## src/rtl/multicycle_sequencer.sv

```systemverilog
// Multi-cycle control sequencer: steps FETCH/DECODE/EXEC/MEM/WB over a shared
// single-port memory and emits per-state datapath strobes for the current opcode.
// Also keeps a wrapping count of retired instructions.
module multicycle_sequencer #(
    parameter int unsigned CNT_W  = 32,
    parameter int unsigned B_ADD  = 4,
    parameter int unsigned B_AND  = 25,
    parameter int unsigned B_MOVL = 12,
    parameter int unsigned B_MOVS = 13,
    parameter int unsigned B_JA   = 14,
    parameter int unsigned B_CMP  = 59
) (
    input  logic             clk,
    input  logic             rst,
    input  logic             run,
    input  logic [63:0]      opc,
    input  logic             flag_above,
    input  logic             mem_ack,
    output logic             mem_req,
    output logic             mem_we,
    output logic             addr_sel,
    output logic             pc_inc,
    output logic             pc_load,
    output logic             ir_write,
    output logic [1:0]       alu_op,
    output logic             flags_write,
    output logic             reg_write,
    output logic             mem_to_reg,
    output logic             illegal,
    output logic             halted,
    output logic [CNT_W-1:0] retired
);

    typedef enum logic [2:0] {
        S_IDLE, S_FETCH, S_DECODE, S_EXEC, S_MEM, S_WB, S_HALT
    } state_t;

    typedef enum logic [2:0] {
        I_ADD, I_AND, I_MOVL, I_MOVS, I_JA, I_CMP
    } ins_t;

    localparam logic [63:0] OH_ADD  = 64'd1 << B_ADD;
    localparam logic [63:0] OH_AND  = 64'd1 << B_AND;
    localparam logic [63:0] OH_MOVL = 64'd1 << B_MOVL;
    localparam logic [63:0] OH_MOVS = 64'd1 << B_MOVS;
    localparam logic [63:0] OH_JA   = 64'd1 << B_JA;
    localparam logic [63:0] OH_CMP  = 64'd1 << B_CMP;
    localparam logic [CNT_W-1:0] CNT_ONE = {{(CNT_W-1){1'b0}}, 1'b1};

    state_t           state_q, state_d;
    ins_t             ins_q, ins_d;
    logic             illegal_q, illegal_d;
    logic [CNT_W-1:0] retired_q, retired_d;
    logic             retire_s;

    logic             mem_req_q, mem_req_d;
    logic             mem_we_q, mem_we_d;
    logic             addr_sel_q, addr_sel_d;
    logic [1:0]       alu_op_q, alu_op_d;
    logic             flags_write_q, flags_write_d;
    logic             reg_write_q, reg_write_d;
    logic             mem_to_reg_q, mem_to_reg_d;
    logic             halted_q, halted_d;

    // Next-state, instruction class, sticky illegal flag and retire counter
    always_comb begin
        state_d   = state_q;
        ins_d     = ins_q;
        illegal_d = illegal_q;
        retire_s  = 1'b0;
        case (state_q)
            S_IDLE: begin
                if (run) state_d = S_FETCH;
                else     state_d = S_IDLE;
            end
            S_FETCH: begin
                if (mem_ack) state_d = S_DECODE;
                else         state_d = S_FETCH;
            end
            S_DECODE: begin
                // Exactly one supported bit is legal; zero or multi-hot halts
                state_d = S_EXEC;
                if      (opc == OH_ADD)  ins_d = I_ADD;
                else if (opc == OH_AND)  ins_d = I_AND;
                else if (opc == OH_MOVL) ins_d = I_MOVL;
                else if (opc == OH_MOVS) ins_d = I_MOVS;
                else if (opc == OH_JA)   ins_d = I_JA;
                else if (opc == OH_CMP)  ins_d = I_CMP;
                else begin
                    illegal_d = 1'b1;
                    state_d   = S_HALT;
                end
            end
            S_EXEC: begin
                case (ins_q)
                    I_ADD, I_AND:   state_d = S_WB;
                    I_MOVL, I_MOVS: state_d = S_MEM;
                    default:        retire_s = 1'b1;
                endcase
            end
            S_MEM: begin
                if (mem_ack) begin
                    if (ins_q == I_MOVS) retire_s = 1'b1;
                    else                 state_d  = S_WB;
                end else begin
                    state_d = S_MEM;
                end
            end
            S_WB:    retire_s = 1'b1;
            S_HALT:  state_d  = S_HALT;
            default: state_d  = S_IDLE;
        endcase

        // Retire edge: count it and re-check run before the next fetch
        if (retire_s) begin
            retired_d = retired_q + CNT_ONE;
            if (run) state_d = S_FETCH;
            else     state_d = S_IDLE;
        end else begin
            retired_d = retired_q;
        end
    end

    // Registered strobes decoded from the state being entered
    always_comb begin
        mem_req_d     = 1'b0;
        mem_we_d      = 1'b0;
        addr_sel_d    = 1'b0;
        alu_op_d      = 2'b00;
        flags_write_d = 1'b0;
        reg_write_d   = 1'b0;
        mem_to_reg_d  = 1'b0;
        halted_d      = 1'b0;
        case (state_d)
            S_FETCH: mem_req_d = 1'b1;
            S_EXEC: begin
                case (ins_d)
                    I_AND:   alu_op_d = 2'b01;
                    I_CMP: begin
                        alu_op_d      = 2'b10;
                        flags_write_d = 1'b1;
                    end
                    default: alu_op_d = 2'b00;
                endcase
            end
            S_MEM: begin
                mem_req_d  = 1'b1;
                addr_sel_d = 1'b1;
                mem_we_d   = (ins_d == I_MOVS);
            end
            S_WB: begin
                reg_write_d  = 1'b1;
                mem_to_reg_d = (ins_d == I_MOVL);
                if (ins_d == I_AND) alu_op_d = 2'b01;
                else                alu_op_d = 2'b00;
            end
            S_HALT:  halted_d = 1'b1;
            default: halted_d = 1'b0;
        endcase
    end

    // Sequencer state and registered outputs; reset forces everything idle at once
    always_ff @(posedge clk or posedge rst) begin
        if (rst) begin
            state_q       <= S_IDLE;
            ins_q         <= I_ADD;
            illegal_q     <= 1'b0;
            retired_q     <= '0;
            mem_req_q     <= 1'b0;
            mem_we_q      <= 1'b0;
            addr_sel_q    <= 1'b0;
            alu_op_q      <= 2'b00;
            flags_write_q <= 1'b0;
            reg_write_q   <= 1'b0;
            mem_to_reg_q  <= 1'b0;
            halted_q      <= 1'b0;
        end else begin
            state_q       <= state_d;
            ins_q         <= ins_d;
            illegal_q     <= illegal_d;
            retired_q     <= retired_d;
            mem_req_q     <= mem_req_d;
            mem_we_q      <= mem_we_d;
            addr_sel_q    <= addr_sel_d;
            alu_op_q      <= alu_op_d;
            flags_write_q <= flags_write_d;
            reg_write_q   <= reg_write_d;
            mem_to_reg_q  <= mem_to_reg_d;
            halted_q      <= halted_d;
        end
    end

    // Ack-driven fetch strobes and the conditional jump must act in the same cycle
    assign ir_write    = (state_q == S_FETCH) && mem_ack;
    assign pc_inc      = (state_q == S_FETCH) && mem_ack;
    assign pc_load     = (state_q == S_EXEC) && (ins_q == I_JA) && flag_above;

    assign mem_req     = mem_req_q;
    assign mem_we      = mem_we_q;
    assign addr_sel    = addr_sel_q;
    assign alu_op      = alu_op_q;
    assign flags_write = flags_write_q;
    assign reg_write   = reg_write_q;
    assign mem_to_reg  = mem_to_reg_q;
    assign illegal     = illegal_q;
    assign halted      = halted_q;
    assign retired     = retired_q;

endmodule

```

## config.mk

```make
export PLATFORM = sky130hd
export DESIGN_NAME = multicycle_sequencer
export DESIGN_NICKNAME = d
export VERILOG_FILES = /design/src/rtl/multicycle_sequencer.sv
export SDC_FILE = /design/constraint.sdc
export NUM_CORES = 1
export LEC_CHECK = 0
export BUFFER_PORTS_ARGS = -buffer_cell sky130_fd_sc_hd__clkbuf_2
export CORE_MARGIN = 1
export CORE_UTILIZATION = 49
export CTS_BUF_LIST = sky130_fd_sc_hd__clkbuf_4
export CTS_CLUSTER_SIZE = 14
export DETAILED_ROUTE_END_ITERATION = 7
export PLACE_DENSITY = 0.86
export SETUP_SLACK_MARGIN = 0.1
export SLEW_MARGIN = 20
export SYNTH_ARGS = -nofsm -noshare
export SYNTH_HDL_FRONTEND = slang
export SYNTH_SLANG_ARGS = --single-unit
export TNS_END_PERCENT = 100
```

## constraint.sdc

```tcl
create_clock -name clk -period 3.7 [get_ports clk]
set_clock_uncertainty 0.2 [all_clocks]
set_input_delay 0.555 -clock clk [delete_from_list [all_inputs] [get_ports clk]]
set_output_delay 0.555 -clock clk [all_outputs]
set_load 0.02 [all_outputs]
```

==> flow_results.org, run 1 <==
** STA
- Slew Viols, Final :: 0
- Measured against its own limit, the worst slew margin works out to 0.370.
- For the final routed database, the setup TNS stands at 0 ps.
- The tightest hold path in the finished design has a slack of 167 ps.
- Dividing the final minimum period by the clock period gives 0.791.
- Once routing completed, OpenROAD measured the worst setup slack at 772 ps.
- Actual slew at the worst max-slew pin :: 944 ps
- Setup violations remaining at the end of the flow were counted as 0.
- Fmax :: 342 MHz
- The hold violation total from the final report is 0.
- Subtracting the final worst setup slack from the clock period gives 2930 ps.
- RSZ-0062 raised after global routing :: false

** Floorplanning
- Area of the core :: 0.00485 mm2
- Measured along the y axis, the die boundary spans 74.1 um.
- The die covers 0.00549 mm2.
- During I/O placement, the number of pins put on the boundary was 114.
- Floorplan row count :: 25
- The floorplan step set the die width to 74.1 um.
- Effective utilization at floorplan :: 0.525

** Worst setup path
- Cells traversed along the worst timing path :: clkbuf_2 > nor4_1 > nand4_1 > or4_4 > or3_1 > or3_1 > a41o_1 > nor4_2
- Among the stages of the critical path, the cell type that occurs most often is sky130_fd_sc_hd__or3_1.
- Critical path's largest stage delay :: 570 ps
- For the worst setup path, the data arrival time is 3000 ps.
- Type of origin of the critical path :: input pin
- Slowest cell on the critical path :: sky130_fd_sc_hd__or4_4
- Levels on crit path :: 8
- Number of cell instances on the worst register-to-register path :: 7
- Number of buffers and inverters on the critical path :: 1
- In this run the worst path has a maximum fanout of 5.
- Crit path max-delay family :: simple AND/OR/NAND/NOR gates
- The worst setup path is captured at a flip-flop.
- Critical path data required time :: 3780 ps
- Critical path class :: input pin to flip-flop

** Cells and area
- Area of all placed cells without fillers :: 0.00325 mm2
- Number of flip-flops under the largest register name :: 32
- Number of nets in the final layout :: 455
- The layout has 386 filler cells.
- Of the cells placed in the final design, the portion with a size suffix greater than 1 is 0.332.
- Area added between synthesis and finish :: 27.4%
- 0 antenna diodes ended up in the layout.

** Detailed routing
- Met3 routed WL :: 397 um
- The routed layout has 2391 vias.
- Detailed Routing Iterations Pass 1 :: 4
- The first routing iteration left 137 violations.
- Post-detailed-route wirelength per cell :: 12.4 um
- Dividing the detail-routed via count by the number of cells gives 5.28.
- Number of remaining DRC errors :: 0
- Length of routed met2 wiring :: 2.93 mm
- Final ANT Viol Nets :: 0
- Uppermost metal layer occupied by signal nets :: met4
- M1 wire length :: 2.20 mm
- Total wire length :: 5.63 mm

** Power and ir drop
- In this run the power density over the cells is 425 mW/mm2.
- IR analysis of the VDD net gives a maximum drop of 175 uV.
- Static leakage :: 1.62 nW

** Logic synthesis
- Synthesized area :: 0.00255 mm2
- By area the synthesized netlist is led by sky130_fd_sc_hd__dfrtp_1 (47%), sky130_fd_sc_hd__xnor2_1 (7.2%), sky130_fd_sc_hd__xor2_1 (4.8%).
- The share of the Yosys chip area taken by registers is 0.472.
- The netlist uses 41 different library cells.
- Number of synthesized register bits :: 48
- Yosys synthesis warning count :: 0
- Synth top area share :: 0.472
- After synthesis, the most frequently instantiated cells are sky130_fd_sc_hd__dfrtp_1 (48), sky130_fd_sc_hd__nor2_1 (30), sky130_fd_sc_hd__nand2_1 (23).
- Count of flip-flops with a built-in enable after synthesis :: 0
- Summed over all instances, the cell type with the most area after synthesis is sky130_fd_sc_hd__dfrtp_1.
- Fraction of registers with async set/reset :: 1.00
- After technology mapping, the gate count stands at 272.
- Most used flip-flop cell after synthesis :: sky130_fd_sc_hd__dfrtp_1
- Synthesis produced a netlist with a net count of 342.
- In the post-synthesis netlist, the cell with the most instances is sky130_fd_sc_hd__dfrtp_1.
- After synthesis, the mean cell area works out to 9.37 um2.

** Placed design
- In this run the cell area measured after placement is 0.00317 mm2.
- Placement Setup Slack :: 395 ps
- Routability Congestion :: 0.943
- I/O Buffers :: 113
- Detailed-placement wirelength estimate :: 4.56 mm

** CTS
- Number of gates given a new drive strength after cts :: 0
- Hold-fix buffers at CTS :: 0
- Clock sinks :: 48
- TritonCTS built the clock tree.
- CTS built an H-tree with a depth of 2.
- Clock tree root buffer cell :: sky130_fd_sc_hd__clkbuf_4
- Counting along the longest clock path gives a buffer depth of 2.
- In this run the post-CTS setup repair buffer count came out at 0.
- Register clock-pin slew on the reported worst setup and hold paths :: 130 ps
- At the later pin of the worst-skew pair, clock insertion delay measures 370 ps.
- Buffers inserted during clock tree synthesis total 5.

** GRT
- The initial antenna violation count is 0.
- The total overflow left after global routing is 0.
- Combined global-route utilization of all metal layers :: 0.218
- The via count of the first global-routing pass came to 2233.
- Largest net degree at the start of global routing :: 49
- The first global-routing pass estimated 9.21 mm of wire.

** Run
- Max-cap violations in this run came to 0.

** Status
- The flow ran to the end, and the final reports show no timing, DRC or antenna violations.

** Worst hold path
- Min-Delay Path Class :: input pin to async pin
-- final timing paths --
path / to / from / slack (ps)
setup reg to reg: retired[26] / ins_q[2] / 1050
hold reg to reg: retired[31] / retired[31] / 280
hold / removal: retired[29] / rst / 170
setup / recovery: alu_op[0] / opc[57] / 770
max in group asynchronous: retired[6] / rst / 2550
min in group clk: retired[31] / retired[31] / 280
-- power by group --
part           leakage [nW]  internal [mW]  switching (mW)
Combinational         0.947          0.171           0.249
Clock                0.0403          0.138           0.161
Sequential            0.631          0.585          0.0739
-- cell usage in the layout (no fill, tap or decap), drive strengths merged, types with 3 or more instances in the layout --
| master | count |
|---|---|
| xor2 | 14 |
| nor3 | 6 |
| a21o | 3 |
| nand4 | 11 |
| nand2 | 23 |
| nor2 | 30 |
| xnor2 | 21 |
| or3 | 9 |
| a21oi | 5 |
| or2 | 3 |
| or4 | 5 |
| and3 | 4 |
| inv | 13 |
| nor4 | 18 |
| nand3 | 11 |
| o21ai | 8 |
| o211ai | 4 |
| nand2b | 6 |
| clkbuf | 118 |
| dfrtp | 48 |
-- cell families (layout without fill, tap and decap cells) --
family	Yosys count	count (layout)	share of synthesized area
flops	48	48	0.472
xor+xnor	35	35	0.120
mux	2	2	0.00835
fa+ha+maj	1	1	0.00491
compound gates	29	29	0.0751
simple gates	136	136	0.287
buf+inv	21	135	0.0324
-- per-stage QoR --
step | util | cells | total power [mW]
global placement | 0.654 | 445 | 1.08
detailed placement | 0.654 | 445 | 1.09
floorplan | - | 272 | 0.951
CTS | 0.669 | 453 | 1.39
global route | 0.669 | 453 | 1.47
finish | 0.669 | 453 | 1.38
-- routing by layer --
layer  global-route usage  vias to the layer above
met5                    0                        -
met4               0.0833                        0
met1                0.238                     1090
met2                0.407                       99
li1                     -                     1192
met3               0.0488                       10
-- final cells by class --
cell class,count,area (um2),share of cell area
Multi-Input combinational cell,203,1260,0.389
Sequential cell,48,1200,0.370
Timing Repair Buffer,114,573,0.177
Tap cell,67,83.8,0.0258
Inverter,13,48.8,0.0150
Clock buffer,5,37.5,0.0116
Clock inverter,3,37.5,0.0116
No activity file was read; power rests on OpenSTA's default activity.
==> run 2, diff against run 1 <==
==> constraint.sdc (replaced) <==
create_clock -name clk -period 2.7 [get_ports clk]
set_clock_uncertainty 0.2 [all_clocks]
set_input_delay 0.405 -clock clk [delete_from_list [all_inputs] [get_ports clk]]
set_output_delay 0.405 -clock clk [all_outputs]
set_load 0.02 [all_outputs]
==> flow_results.org, run 2 (same netlist as run 1, synthesis figures left out) <==
** Worst setup path
- RR Startpoint :: state_q[1]
- Broken down by cell family, the worst path's largest delay share belongs to simple AND/OR/NAND/NOR gates.
- STA classifies the critical path startpoint as an input pin.
- FF-to-FF End :: retired[27]
- Counting buffers and inverters, the worst setup path is 8 cells deep.
- Critical path startpoint :: opc[32]
- Number of buffers and inverters on the critical path :: 1
- Critical path's largest stage delay :: 530 ps
- WP data arrival :: 2620 ps
- Of all nets on the critical path, the largest fanout is 5.
- For the worst setup path, the data required time is 2780 ps.
- STA classifies the critical path endpoint as a flip-flop.
- Capture point of the worst path :: alu_op[0]
- The slowest stage of the critical path is the sky130_fd_sc_hd__or4_4 cell.
- The signal on the critical path passes through clkbuf_2 > nor4_4 > nand4_1 > or4_4 > or3_1 > or3_4 > a41o_4 > nor4_2.
- Counting cells, the worst reg-to-reg path comes to 7.
- The critical path in this run is classified as input pin to flip-flop.
- Worst setup slack for register-to-register paths :: 220 ps

** GRT
- Met1 usage :: 0.266
- Met2 track demand over resource in global routing :: 0.434
- For this run, global-route usage on met3 was measured as 0.0474.
- In the global route stage, overall resource usage came out at 0.235.
- The total overflow left after global routing is 0.
- met2 is the most crowded layer.
- Vias in the first global route :: 2445
- Number of antenna violations at the first check in global routing :: 0
- Global-route wire length before repair :: 10.1 mm
- Entering global routing, the biggest net connects 28 pins.

** CTS
- The clock drives 48 sinks.
- Counting along the longest clock path gives a buffer depth of 2.
- The later pin in the worst-skew pair is clocked with a latency of 370 ps.
- Counting the buffers created by CTS gives 5.
- CTS placed an instance of sky130_fd_sc_hd__clkbuf_4 at the clock tree root.
- After clock tree synthesis, the clock-pin slew on the worst setup and hold paths is 130 ps.
- TritonCTS built the clock tree.
- H-tree depth :: 2

** Detailed routing
- In the routed design, unresolved DRC markers number 0.
- Detailed Routing Iterations Pass 1 :: 6
- Total number of vias :: 2509
- Via density per instance :: 5.34
- Violation count after the first detailed-routing iteration :: 141
- The detail route stage leaves a number of antenna-violating nets equal to 0.
- The final layout contains routed wiring with a total length of 5.95 mm.
- After detailed routing, the average wire length per cell comes to 12.7 um.

** STA
- Fmax :: 394 MHz
- RSZ-0062 raised after global routing :: false
- Setup TNS after final layout :: 0 ps
- The hold violation total from the final report was 0.
- Final clock period utilization by the worst path :: 0.940
- Actual slew at the worst max-slew pin :: 491 ps
- Slew Viols, Final :: 0
- Worst slew margin relative to its limit :: 0.670
- Tmin final :: 2540 ps
- Final setup violation count :: 0
- Hold is met by 188 ps.

** Cells and area
- Once layout is complete, the utilization of the core stands at 0.707.
- Relative to the synthesized area, the layout overhead comes to 34.6%.
- Most frequent cells in the layout :: sky130_fd_sc_hd__clkbuf_2 (113), sky130_fd_sc_hd__dfrtp_1 (47), sky130_fd_sc_hd__nor2_1 (30)
- Of the cells placed in the final design, the portion with a size suffix greater than 1 is 0.382.
- Number of nets in the final layout :: 472
- The repair_antennas step left the layout with diodes totalling 0.
- The register with the most flip-flops in the layout has 32 of them.
- Non-filler instance count after layout :: 470
- Most common cell after layout, fill and taps aside :: sky130_fd_sc_hd__clkbuf_2

** Status
- The flow ran to the end, and the final reports show no timing, DRC or antenna violations.

** Run
- The tool flagged a number of max-cap violations equal to 0.

** Floorplanning
- Floorplan row count :: 25
- Area of the die :: 0.00549 mm2
- 114 I/O pins were placed.
- Chip height :: 74.1 um
- Effective utilization at floorplan :: 0.525
- From left edge to right edge, the die measures 74.1 um.
- The region available for standard cell placement spans 0.00485 mm2.

** Power and ir drop
- Across the VDD grid, the largest voltage drop is 225 uV.
- Overall power consumption after layout is estimated at 1.91 mW.
- Power per cell area :: 558 mW/mm2
- Static leakage :: 1.69 nW

** Placed design
- I/O Buffers :: 113
- Once detailed placement completed, the half-perimeter wirelength came to 4.75 mm.
- The number of placed instances, taps included, is 458.
- Routability-driven placement finished with a final weighted congestion of 0.933.

** Worst hold path
- The worst hold path belongs to the class input pin to flip-flop.
run 2: cell count changes in the layout (fill, tap and decap cells not counted), sizes merged:
cell | before | now
dlygate4sd3 | 0 | 1
clkinvlp | 0 | 1
clkbuf | 118 | 119
bufinv | 1 | 0
buf | 1 | 17
clkinv | 2 | 1
run 2: power breakdown:
group / total, mW / switching (mW) / internal [mW]
Sequential: 0.893 / 0.0902 / 0.802
Clock: 0.333 / 0.224 / 0.109
Combinational: 0.688 / 0.382 / 0.306
run 2: timing repair:
item / in CTS / in global routing
gates cloned: 0 / 0
hold buffers: 1 / 0
resized for setup: 2 / 4
pin swaps: 4 / 2
endpoints found under the setup margin: 1 / 5
endpoints found under the hold margin: 21 / 0
buffers inserted: 0 / 3
run 2: worst min path at each step:
| stage | start | end | slack, ps | cells past startpoint |
|---|---|---|---|---|
| after CTS | mem_ack | state_q[1] | 160 | 3 |
| after global routing | mem_ack | halted | 200 | 3 |
| after detailed placement | rst | mem_to_reg | 220 | 2 |
| after floorplan | illegal | illegal | 370 | 1 |
| after global placement | rst | reg_write | 220 | 2 |
| final | mem_ack | state_q[1] | 190 | 3 |
run 2: layout make-up:
type / instances / area [um2]
fill: 365 / 1420
multi-input combinational: 203 / 1330
sequential: 48 / 1200
timing repair buffer: 131 / 703
tap: 67 / 83.8
inverter: 13 / 48.8
clock buffer: 6 / 45.0
clock inverter: 2 / 11.3
run 2: metal layers:
layer,wire (um),vias up,part of all wire
met2,3100,105,0.52
met3,410,8,0.069
li1,-,1225,-
met1,2350,1171,0.40
met4,87,0,0.015
met5,0,-,0
run 2: worst min-delay path: cells and delay by family:
family / cells / cell delay [ps]
buffers and inverters: 1 / 120
and+or+nand+nor: 2 / 210
run 2: metrics by stage:
step / cell area (um2) / setup slack, ps
floorplan: 2590 / -92.7
global placement: 3310 / -284
detailed placement: 3310 / -340
global route: 3430 / 86.4
finish: 3430 / 163
CTS: 3390 / 134
==> run 3, diff against run 2 <==
--- a/config.mk
+++ b/config.mk
@@ -12,6 +12,7 @@
 export CTS_CLUSTER_SIZE = 14
 export DETAILED_ROUTE_END_ITERATION = 7
 export PLACE_DENSITY = 0.86
+export RECOVER_POWER = 50
 export SETUP_SLACK_MARGIN = 0.1
 export SLEW_MARGIN = 20
 export SYNTH_ARGS = -nofsm -noshare
==> flow_results.org, run 3 (same netlist as run 1, synthesis figures left out) <==
** Status
- The run finished with clean final reports.

** CTS
- Clock tree root buffer cell :: sky130_fd_sc_hd__clkbuf_4
- Register clock-pin slew on the reported worst setup and hold paths :: 130 ps
- CTS tree :: done
- Clock buffer count from CTS :: 5
- H-tree depth :: 2
- Clock sinks :: 48
- Clock latency of the later-clocked register in the worst-skew pair :: 370 ps
- Max Root-Sink Buffers :: 2

** Cells and area
- N_diodes :: 0
- Number of nets in the final layout :: 472
- Final standard cell utilization of the core :: 0.700
- The library cell used most frequently in the layout, excluding fill and tap cells, is sky130_fd_sc_hd__clkbuf_2.
- Number of flip-flops under the largest register name :: 32
- Fraction of layout cells with a size suffix above 1 :: 0.325
- Area added between synthesis and finish :: 33.3%
- Most frequent cells in the layout :: sky130_fd_sc_hd__clkbuf_2 (93), sky130_fd_sc_hd__dfrtp_1 (47), sky130_fd_sc_hd__nor2_1 (30)
- Leaving out filler cells and counting taps, the final layout contains 470.

** STA
- Slew Viols, Final :: 0
- Counting I/O delays and the setup requirement, the final critical path takes 2540 ps.
- Worst slew margin relative to its limit :: 0.468
- For this run, the top clock speed supported by timing is 394 MHz.
- Final count of hold timing violations :: 0
- Actual slew at the worst max-slew pin :: 797 ps
- Final setup violation count :: 0
- Setup repair after global routing left no endpoint under its margin.
- Final clock period utilization by the worst path :: 0.940

** Power and ir drop
- Power spread over the standard cell area amounts to 560 mW/mm2.
- Across the VDD grid, the largest voltage drop is 223 uV.
- Total power after layout :: 1.90 mW
- For this design the static power due to leakage is 1.62 nW.

** Detailed routing
- For this block, the routed nets add up to 5.98 mm of wire.
- For this block, the initial DRC count from the detailed router was 142.
- In the routed design, unresolved DRC markers number 0.
- The first detailed-routing pass ran for 6 iterations.
- In the routed layout, each cell is associated on average with a via count of 5.39.
- After detailed routing, the average wire length per cell comes to 12.7 um.
- Final ANT Viol Nets :: 0
- Total number of vias :: 2535

** GRT
- The initial antenna violation count came to 0.
- For this run, the total global-route usage over all layers was measured as 0.235.
- Largest net degree at the start of global routing :: 28
- Global route overflow :: 0
- The via count of the first global-routing pass came to 2445.
- Global-route wire length before repair :: 10.1 mm

** Floorplanning
- From bottom edge to top edge, the die measures 74.1 um.
- The initial utilization of the core area, before any placement, comes to 0.525.
- Horizontal extent of the die :: 74.1 um
- Area of the die :: 0.00549 mm2
- Area of the core :: 0.00485 mm2
- The floorplan has 25 rows.
- 114 I/O pins were placed.

** Placed design
- Port buffering added 113 buffers.
- Detailed-placement wirelength estimate :: 4.75 mm
- Routability-driven placement finished with a final weighted congestion of 0.933.
- Counting tap cells, the placed design contains a total of 458 instances.

** Worst setup path
- The worst setup path is captured at a flip-flop.
- Critical path data required time :: 2780 ps
- Type of origin of the critical path :: input pin
- WP data arrival :: 2620 ps
- Largest fanout on the critical path :: 5
- The setup path with the least slack is of type input pin to flip-flop.

** Run
- Max capacitance violation total :: 0

** Worst hold path
- Min-Delay Path Class :: input pin to flip-flop
-- run 3: cell types whose count changed in the layout (fill, tap and decap cells not counted), sizes merged --
cell / previous run / this run
buf: 17 / 15
clkbuf: 119 / 121
-- run 3: path summary, 6_finish.rpt --
check	end	from	slack (ps)	depth (start not counted)
setup / recovery	alu_op[0]	opc[32]	160	8
hold / removal	state_q[1]	mem_ack	190	3
setup reg to reg	retired[27]	ins_q[2]	220	7
hold reg to reg	retired[31]	retired[31]	280	1
max in group asynchronous	retired[28]	rst	690	4
min in group asynchronous	state_q[2]	rst	500	3
-- run 3: cell type report --
cell class	instances	area (um2)
Inverter	13	48.8
Clock inverter	2	11.3
Timing Repair Buffer	131	671
Tap cell	67	83.8
Clock buffer	6	45.0
Sequential cell	48	1200
Multi-Input combinational cell	203	1330
Fill cell	382	1450
-- run 3: power by group --
group / switching (mW) / total, mW / internal, mW
combinational: 0.381 / 0.675 / 0.294
sequential: 0.0901 / 0.893 / 0.802
clock: 0.224 / 0.333 / 0.109
-- run 3: critical path: stages --
cell and delay [ps]:
sky130_fd_sc_hd__clkbuf_2 100, sky130_fd_sc_hd__nor4_4 260, sky130_fd_sc_hd__nand4_1 150, sky130_fd_sc_hd__or4_4 530
sky130_fd_sc_hd__or3_1 330, sky130_fd_sc_hd__or3_4 340, sky130_fd_sc_hd__a41o_4 300, sky130_fd_sc_hd__nor4_2 200
-- run 3: timing repair --
item                                    4_1_cts  5_1_grt
buffers inserted                              0        3
hold buffers                                  1        0
endpoints found under the setup margin        1        5
gates resized for setup                       2        4
pin swaps                                     4        2
hold endpoints to repair                     21        0
-- run 3: per-layer routing --
layer  up-vias  track usage  wire length (um)
met1      1196        0.266              2360
met2       106        0.434              3140
met5         -            0                 0
met4         0       0.0876                78
li1       1227            -                 -
met3         6       0.0474               399
-- run 3: per-stage QoR --
| stage | worst slack (ps) | setup TNS, ps | cell area, um2 | hold WS (ps) |
|---|---|---|---|---|
| finish | 163 | 0 | 3400 | 186 |
| detailed placement | -340 | -1310 | 3310 | 224 |
| floorplan | -92.7 | -113 | 2590 | 366 |
| global placement | -284 | -1080 | 3310 | 218 |
| global route | 86.4 | 0 | 3400 | 203 |
| CTS | 134 | 0 | 3390 | 165 |
